--- src/rtl/uart_rx_pkg.sv ---
// rtl/uart_rx_pkg.sv - shared types and constants for the UART word receiver
package uart_rx_pkg;

    localparam int UART_DATA_BITS = 8;

    typedef enum logic [2:0] {
        IDLE,
        START,
        DATA,
        STOP,
        WAIT_HIGH
    } uart_rx_state_t;

endpackage

--- src/rtl/uart_rx_byte.sv ---
// rtl/uart_rx_byte.sv - 8N1 byte receiver: pad synchronizer plus bit-level FSM
module uart_rx_byte
    import uart_rx_pkg::*;
#(
    parameter int CLK_DIV = 434
) (
    input  logic                      clk,
    input  logic                      rstn,
    input  logic                      rx_i,
    output logic                      byte_valid_o,
    output logic [UART_DATA_BITS-1:0] byte_data_o,
    output logic                      frame_err_o,
    output logic                      idle_o
);

    localparam int CNT_W = $clog2(CLK_DIV);
    localparam int IDX_W = $clog2(UART_DATA_BITS);
    localparam logic [CNT_W-1:0] HALF_LAST = CNT_W'(CLK_DIV / 2 - 1);
    localparam logic [CNT_W-1:0] FULL_LAST = CNT_W'(CLK_DIV - 1);
    localparam logic [IDX_W-1:0] LAST_BIT  = IDX_W'(UART_DATA_BITS - 1);

    uart_rx_state_t            state_q;
    logic [1:0]                sync_q;
    logic                      rx_prev_q;
    logic [CNT_W-1:0]          cnt_q;
    logic [IDX_W-1:0]          bit_idx_q;
    logic [UART_DATA_BITS-1:0] shift_q;
    logic                      byte_valid_q;
    logic                      frame_err_q;
    logic                      rx_s;

    assign rx_s = sync_q[1];

    always_ff @(posedge clk or negedge rstn) begin
        if (!rstn) begin
            state_q      <= IDLE;
            sync_q       <= 2'b11;
            rx_prev_q    <= 1'b1;
            cnt_q        <= '0;
            bit_idx_q    <= '0;
            shift_q      <= '0;
            byte_valid_q <= 1'b0;
            frame_err_q  <= 1'b0;
        end else begin
            sync_q       <= {sync_q[0], rx_i};
            rx_prev_q    <= rx_s;
            byte_valid_q <= 1'b0;
            frame_err_q  <= 1'b0;
            case (state_q)
                IDLE: begin
                    if (rx_prev_q && !rx_s) begin
                        cnt_q   <= '0;
                        state_q <= START;
                    end
                end
                // Mid-start-bit check rejects short low glitches.
                START: begin
                    if (cnt_q == HALF_LAST) begin
                        cnt_q     <= '0;
                        bit_idx_q <= '0;
                        state_q   <= rx_s ? IDLE : DATA;
                    end else begin
                        cnt_q <= cnt_q + CNT_W'(1);
                    end
                end
                DATA: begin
                    if (cnt_q == FULL_LAST) begin
                        cnt_q   <= '0;
                        shift_q <= {rx_s, shift_q[UART_DATA_BITS-1:1]};
                        if (bit_idx_q == LAST_BIT) begin
                            state_q <= STOP;
                        end else begin
                            bit_idx_q <= bit_idx_q + IDX_W'(1);
                        end
                    end else begin
                        cnt_q <= cnt_q + CNT_W'(1);
                    end
                end
                STOP: begin
                    if (cnt_q == FULL_LAST) begin
                        cnt_q <= '0;
                        if (rx_s) begin
                            byte_valid_q <= 1'b1;
                            state_q      <= IDLE;
                        end else begin
                            frame_err_q <= 1'b1;
                            state_q     <= WAIT_HIGH;
                        end
                    end else begin
                        cnt_q <= cnt_q + CNT_W'(1);
                    end
                end
                WAIT_HIGH: begin
                    if (rx_s) begin
                        state_q <= IDLE;
                    end
                end
                default: state_q <= IDLE;
            endcase
        end
    end

    // shift_q is untouched between the stop sample and the next data bit.
    assign byte_valid_o = byte_valid_q;
    assign byte_data_o  = shift_q;
    assign frame_err_o  = frame_err_q;
    assign idle_o       = (state_q == IDLE);

endmodule

--- src/rtl/uart_rx_word.sv ---
// rtl/uart_rx_word.sv - packs received UART bytes into 32-bit words behind a valid/ready output
module uart_rx_word
    import uart_rx_pkg::*;
#(
    parameter int    CLK_DIV      = 434,
    parameter string ENDIAN       = "LITTLE",
    parameter int    TIMEOUT_BITS = 20
) (
    input  logic        clk,
    input  logic        rstn,
    input  logic        i_uart_rx,
    output logic        o_valid,
    input  logic        o_ready,
    output logic [31:0] o_data,
    output logic        o_frame_err,
    output logic        o_overflow
);

    localparam bit BIG     = (ENDIAN == "BIG");
    localparam int TMO_CYC = TIMEOUT_BITS * CLK_DIV;
    localparam int TMO_W   = (TMO_CYC > 1) ? $clog2(TMO_CYC + 1) : 1;
    localparam logic [TMO_W-1:0] TMO_LAST = TMO_W'(TMO_CYC - 1);

    logic                      byte_valid;
    logic [UART_DATA_BITS-1:0] byte_data;
    logic                      frame_err;
    logic                      idle;

    logic [1:0]       byte_cnt_q;
    logic [31:0]      stage_q;
    logic [31:0]      stage_d;
    logic [1:0]       lane;
    logic [TMO_W-1:0] tmo_q;
    logic             valid_q;
    logic [31:0]      data_q;
    logic             frame_err_q;
    logic             overflow_q;

    uart_rx_byte #(
        .CLK_DIV (CLK_DIV)
    ) u_byte (
        .clk          (clk),
        .rstn         (rstn),
        .rx_i         (i_uart_rx),
        .byte_valid_o (byte_valid),
        .byte_data_o  (byte_data),
        .frame_err_o  (frame_err),
        .idle_o       (idle)
    );

    assign lane = BIG ? (2'd3 - byte_cnt_q) : byte_cnt_q;

    always_comb begin
        stage_d = stage_q;
        stage_d[{lane, 3'b000} +: UART_DATA_BITS] = byte_data;
    end

    always_ff @(posedge clk or negedge rstn) begin
        if (!rstn) begin
            byte_cnt_q  <= '0;
            stage_q     <= '0;
            tmo_q       <= '0;
            valid_q     <= 1'b0;
            data_q      <= '0;
            frame_err_q <= 1'b0;
            overflow_q  <= 1'b0;
        end else begin
            frame_err_q <= frame_err;
            overflow_q  <= 1'b0;
            if (valid_q && o_ready) begin
                valid_q <= 1'b0;
            end
            if (byte_valid) begin
                stage_q    <= stage_d;
                byte_cnt_q <= byte_cnt_q + 2'd1;
                tmo_q      <= '0;
                // A completed word loads only if the output slot is free or being drained now.
                if (byte_cnt_q == 2'd3) begin
                    if (!valid_q || o_ready) begin
                        data_q  <= stage_d;
                        valid_q <= 1'b1;
                    end else begin
                        overflow_q <= 1'b1;
                    end
                end
            end else if (!idle || byte_cnt_q == 2'd0) begin
                tmo_q <= '0;
            end else if (TIMEOUT_BITS != 0) begin
                if (tmo_q == TMO_LAST) begin
                    byte_cnt_q <= '0;
                    tmo_q      <= '0;
                end else begin
                    tmo_q <= tmo_q + TMO_W'(1);
                end
            end
        end
    end

    assign o_valid     = valid_q;
    assign o_data      = data_q;
    assign o_frame_err = frame_err_q;
    assign o_overflow  = overflow_q;

endmodule
--- config.mk ---
export PLATFORM = sky130hd
export DESIGN_NAME = uart_rx_word
export DESIGN_NICKNAME = d
export VERILOG_FILES = /design/src/rtl/uart_rx_pkg.sv /design/src/rtl/uart_rx_byte.sv /design/src/rtl/uart_rx_word.sv
export SDC_FILE = /design/constraint.sdc
export NUM_CORES = 1
export LEC_CHECK = 0
export ABC_AREA = 1
export ABC_CLOCK_PERIOD_IN_PS = 1800
export CORE_MARGIN = 4
export CORE_UTILIZATION = 60
export CTS_BUF_LIST = sky130_fd_sc_hd__clkbuf_4
export CTS_CLUSTER_SIZE = 16
export DETAILED_ROUTE_END_ITERATION = 10
export PLACE_DENSITY = 0.89
export SLEW_MARGIN = 20
export SYNTH_ARGS = -nofsm -noshare
export SYNTH_HDL_FRONTEND = slang
export SYNTH_SLANG_ARGS = --single-unit
--- constraint.sdc ---
create_clock -name clk -period 1.8 [get_ports clk]
set_clock_uncertainty 0.05 [all_clocks]
set_input_delay 0.36 -clock clk [delete_from_list [all_inputs] [get_ports clk]]
set_output_delay 0.36 -clock clk [all_outputs]
set_load 0.01 [all_outputs]
==> metrics list <==
- Number of antenna violations at the first check in global routing: 0
- Global-route wire length before repair: 18780 µm
- Drt total wl: 10960 µm
- In this run the cell area of the synthesized design comes to 4930 µm².
* Peak supply drop: 0.7461 mV
- Clock latency of the later-clocked register in the worst-skew pair: 0.45 ns
- Capturing element type of the critical path: register
- Of the total power, the share spent switching nets is 0.3108.
- The critical path starts at byte_cnt_q[1]$_DFFE_PN0P_.
- Most frequent standard cell in the layout excluding fill and tap cells: sky130_fd_sc_hd__nand2_1
- Worst-case register-to-register setup slack: 0.01 ns
- The critical path is of the register to register type.
- The share of the synthesized area in compound gates (AO/OA/AOI/OAI) is 0.08579.
- Tcrit/Tclk final: 0.9920
* Clock slew at the register clock pins of the worst setup and hold paths: 0.17 ns
* Most Used Layer, Global Route: met2
- The net count of the finished layout is 672.
- The worst pin sits at a relative slew slack of 0.6336.
* Pin count of the biggest net entering global routing: 49
- Number of CTS-inserted buffers: 9
- Of the total power, registers draw 0.560.
- Part of the Yosys area used for sequential elements: 0.5236
- TritonCTS built the clock tree.
- Yosys mapped a number of flops with a built-in enable equal to 0.
- First DRT Iteration DRCs: 396
* Critical path data required time: 2.14 ns
* DR vias/cell: 5.453
- By area, the combinational part of the netlist is dominated by simple AND/OR/NAND/NOR gates.
- Hold path endpoint: u_byte.sync_q[0]$_DFF_PN1_
- Of the total power, the clock network draws 0.271.
- Summed over all cells, the static leakage comes to 2.875 nW.
- Met1 Use GR: 0.3211
- For this run, the number of Yosys warnings is 0.
- The area growth from synthesis to layout is 15.51%.
- FFs w/ async S/R, synth: 1.000
- The tree built by TritonCTS fans out to 103 sinks.
- Subtracting the final worst setup slack from the clock period gives 1.786 ns.
- For the worst flop-to-flop path, the logic depth is 7.
- Final hold vios: 0
- Wire length per cell: 14.35 µm
* Worst-path fanout max: 8
- For this design the top-level I/O count stands at 39.
- Average size of a mapped cell: 8.108 µm²
* Maximum clock frequency: 0.5600 GHz
- Vias after detailed routing: 4166
- Number of storage elements in the synthesis netlist: 103
- The path class of the tightest hold or removal check is input pin to register.
- For this configuration, the core starts out at a cell density of 0.6282.
- Met3 track demand over resource in global routing: 0.05449
- Of the total synthesized cell area, the portion taken by AND, OR, NAND and NOR gates is 0.2759.
- The floorplan step defined a die boundary enclosing 9731 µm².
- Antenna Nets Post-Route: 0
* Aggregate global routing overflow: 0
- The internal power of the cells totals 3.082 mW.
* Global routing usage summed across all routing layers: 0.2365
- Count of buffers from port buffering: 38
* Power share of the combinational group: 0.169
- Transition at the pin with the smallest max-transition slack: 0.5496 ns
- The portion of synthesized area spent on multiplexers is 0.
* CP Data Arrival Time: 2.12 ns
- The worst register-to-register path ends at stage_q[9]$_DFFE_PN0P_.
- Counting instances, the worst hold path has a depth of 1.
* Number of nets in the synthesized netlist: 623
* Number of global-route vias before repair: 3945
- Primary FF master, synth: sky130_fd_sc_hd__dfrtp_1
- Setup repair after global routing could not meet its margin everywhere.
- Of the total synthesized cell area, the portion taken by XOR and XNOR cells is 0.008883.
* Power density normalized to cell area: 785.4 nW/µm²
- In the global route stage, met2 resource usage came out at 0.3900.
- Die height: 98.65 µm
- Of the total synthesized cell area, the portion taken by full adders, half adders and majority gates is 0.02792.
* Result of the run: completed
* Share of final-layout standard cells stronger than drive strength 1: 0.09668
* Core area: 7848 µm²
- DP Wirelength: 7836 µm
* Number of remaining DRC errors: 0
* Final slew viol count: 0
* Switching power of the nets: 1.390 mW
- Routability-driven placement finished with a final weighted congestion of 0.9075.
- In this run the critical register-to-register path is launched from byte_cnt_q[1]$_DFFE_PN0P_.
- Count of max-cap constraint violations: 0
- Number of search-and-repair iterations in the first detailed-routing pass: 5
* X dimension of the die: 98.65 µm
- Number of rows in the core area: 32
- Unique masters post-synth: 26
- Setup violations remaining at the end of the flow were counted as 0.
- The number of antenna diodes in the final layout is 0.
- Buffers from clock root to sink, at most: 2
* Critical Path Start Type: register
- CTS HTree Levels: 3
- At the end of the flow the core is filled with cells to 0.7256.
- After technology mapping, the gate count stands at 608.
* Clk root buf: sky130_fd_sc_hd__clkbuf_4
- The startpoint identified for the worst hold timing path is i_uart_rx.
- On the final layout, the worst hold slack is 0.2513 ns.
- Most frequent cells in the layout: sky130_fd_sc_hd__nand2_1 (190), sky130_fd_sc_hd__dfrtp_1 (99), sky130_fd_sc_hd__inv_1 (70)
==> logic make-up after synthesis <==
group / Yosys count
xor+xnor: 5
flops: 103
buf+inv: 93
fa+ha+maj: 11
compound gates: 76
simple gates: 320
==> repair_timing <==
item / 4_1_cts / 5_1_grt
setup endpoints to repair: 38 / 51
hold endpoints to repair: 32 / 0
pin swaps: 0 / 0
gates resized for setup: 32 / 14
setup buffers: 4 / 3
hold buffers: 1 / 0
==> layer usage <==
layer | vias to the layer above | share of wire | routed length, µm
li1 | 2048 | - | -
met1 | 1970 | 0.43 | 4761
met2 | 130 | 0.50 | 5456
met3 | 18 | 0.053 | 584
met4 | 0 | 0.015 | 162
met5 | - | 0 | 0
==> metrics by stage <==
step | power [mW] | cells | worst slack [ns] | TNS [ns] | instance area (µm²)
floorplan | 3.029 | 608 | 0.2096 | 0 | 4930
global placement | 3.230 | 740 | 0.1005 | 0 | 5461
detailed placement | 3.281 | 740 | -0.02088 | -0.02088 | 5461
CTS | 4.497 | 761 | 0.006381 | 0 | 5613
global route | 4.736 | 764 | -0.1215 | -0.7938 | 5694
finish | 4.472 | 764 | 0.01434 | 0 | 5694
==> critical path, stage by stage (launching register included) <==
cell and delay, ns:
sky130_fd_sc_hd__dfrtp_1 0.41, sky130_fd_sc_hd__inv_1 0.09, sky130_fd_sc_hd__ha_1 0.20, sky130_fd_sc_hd__inv_1 0.16, sky130_fd_sc_hd__nand3_1 0.32, sky130_fd_sc_hd__o22ai_1 0.32, sky130_fd_sc_hd__nand2_1 0.08, sky130_fd_sc_hd__o21ai_0 0.10
==> sequential cells by signal, summed over array words and instances (netlist names) <==
register,cells
u_byte.byte_valid_o,1
u_byte.sync_q,2
u_byte.rx_prev_q,1
tmo_q,14
stage_q,24
u_byte.cnt_q,9
o_frame_err,1
o_data,32
u_byte.bit_idx_q,3
u_byte.frame_err_o,1
byte_cnt_q,2
u_byte.state_q,3
u_byte.byte_data_o,8
o_valid,1
o_overflow,1
==> power groups by stage <==
stage                     logic (mW)  clock network, mW  registers [mW]
after CTS                      0.740               1.26            2.50
after floorplan                0.497                  0            2.53
final                          0.757               1.21            2.50
after global routing           0.868               1.35            2.52
after global placement         0.696                  0            2.53
after detailed placement       0.741                  0            2.54
==> synthesized netlist by cell type, drive strengths merged, types with 3 or more instances <==
library cell / instances / area (µm²)
nand4: 19 / 118.9
nor2: 59 / 251.5
xnor2: 3 / 26.28
o21bai: 3 / 22.52
o22ai: 24 / 150.1
clkbuf: 6 / 22.52
inv: 74 / 277.8
nor3: 6 / 30.03
dfstp: 3 / 78.83
dfrtp: 100 / 2502
o21ai: 48 / 244.0
nand3: 41 / 215.2
ha: 11 / 137.6
buf: 13 / 83.83
nand2: 195 / 744.5
==> how the worst max path moves through the flow <==
stage / depth (start not counted) / slack, ns / endpoint
final: 7 / 0.01 / stage_q[9]$_DFFE_PN0P_
after global routing: 7 / -0.12 / stage_q[8]$_DFFE_PN0P_
after CTS: 1 / 0.006 / o_data[25]
after detailed placement: 7 / -0.02 / stage_q[3]$_DFFE_PN0P_
after global placement: 7 / 0.10 / stage_q[0]$_DFFE_PN0P_
after floorplan: 7 / 0.21 / stage_q[7]$_DFFE_PN0P_
==> area by class of cell <==
class | count | area [µm²]
Clock inverter | 7 | 76.32
Clock buffer | 9 | 67.56
Inverter | 74 | 277.8
Multi-Input combinational cell | 412 | 2018
Timing Repair Buffer | 57 | 544.3
Fill cell | 585 | 2153
Tap cell | 102 | 127.6
Sequential cell | 103 | 2582
Power figures use the tool's default switching activity.
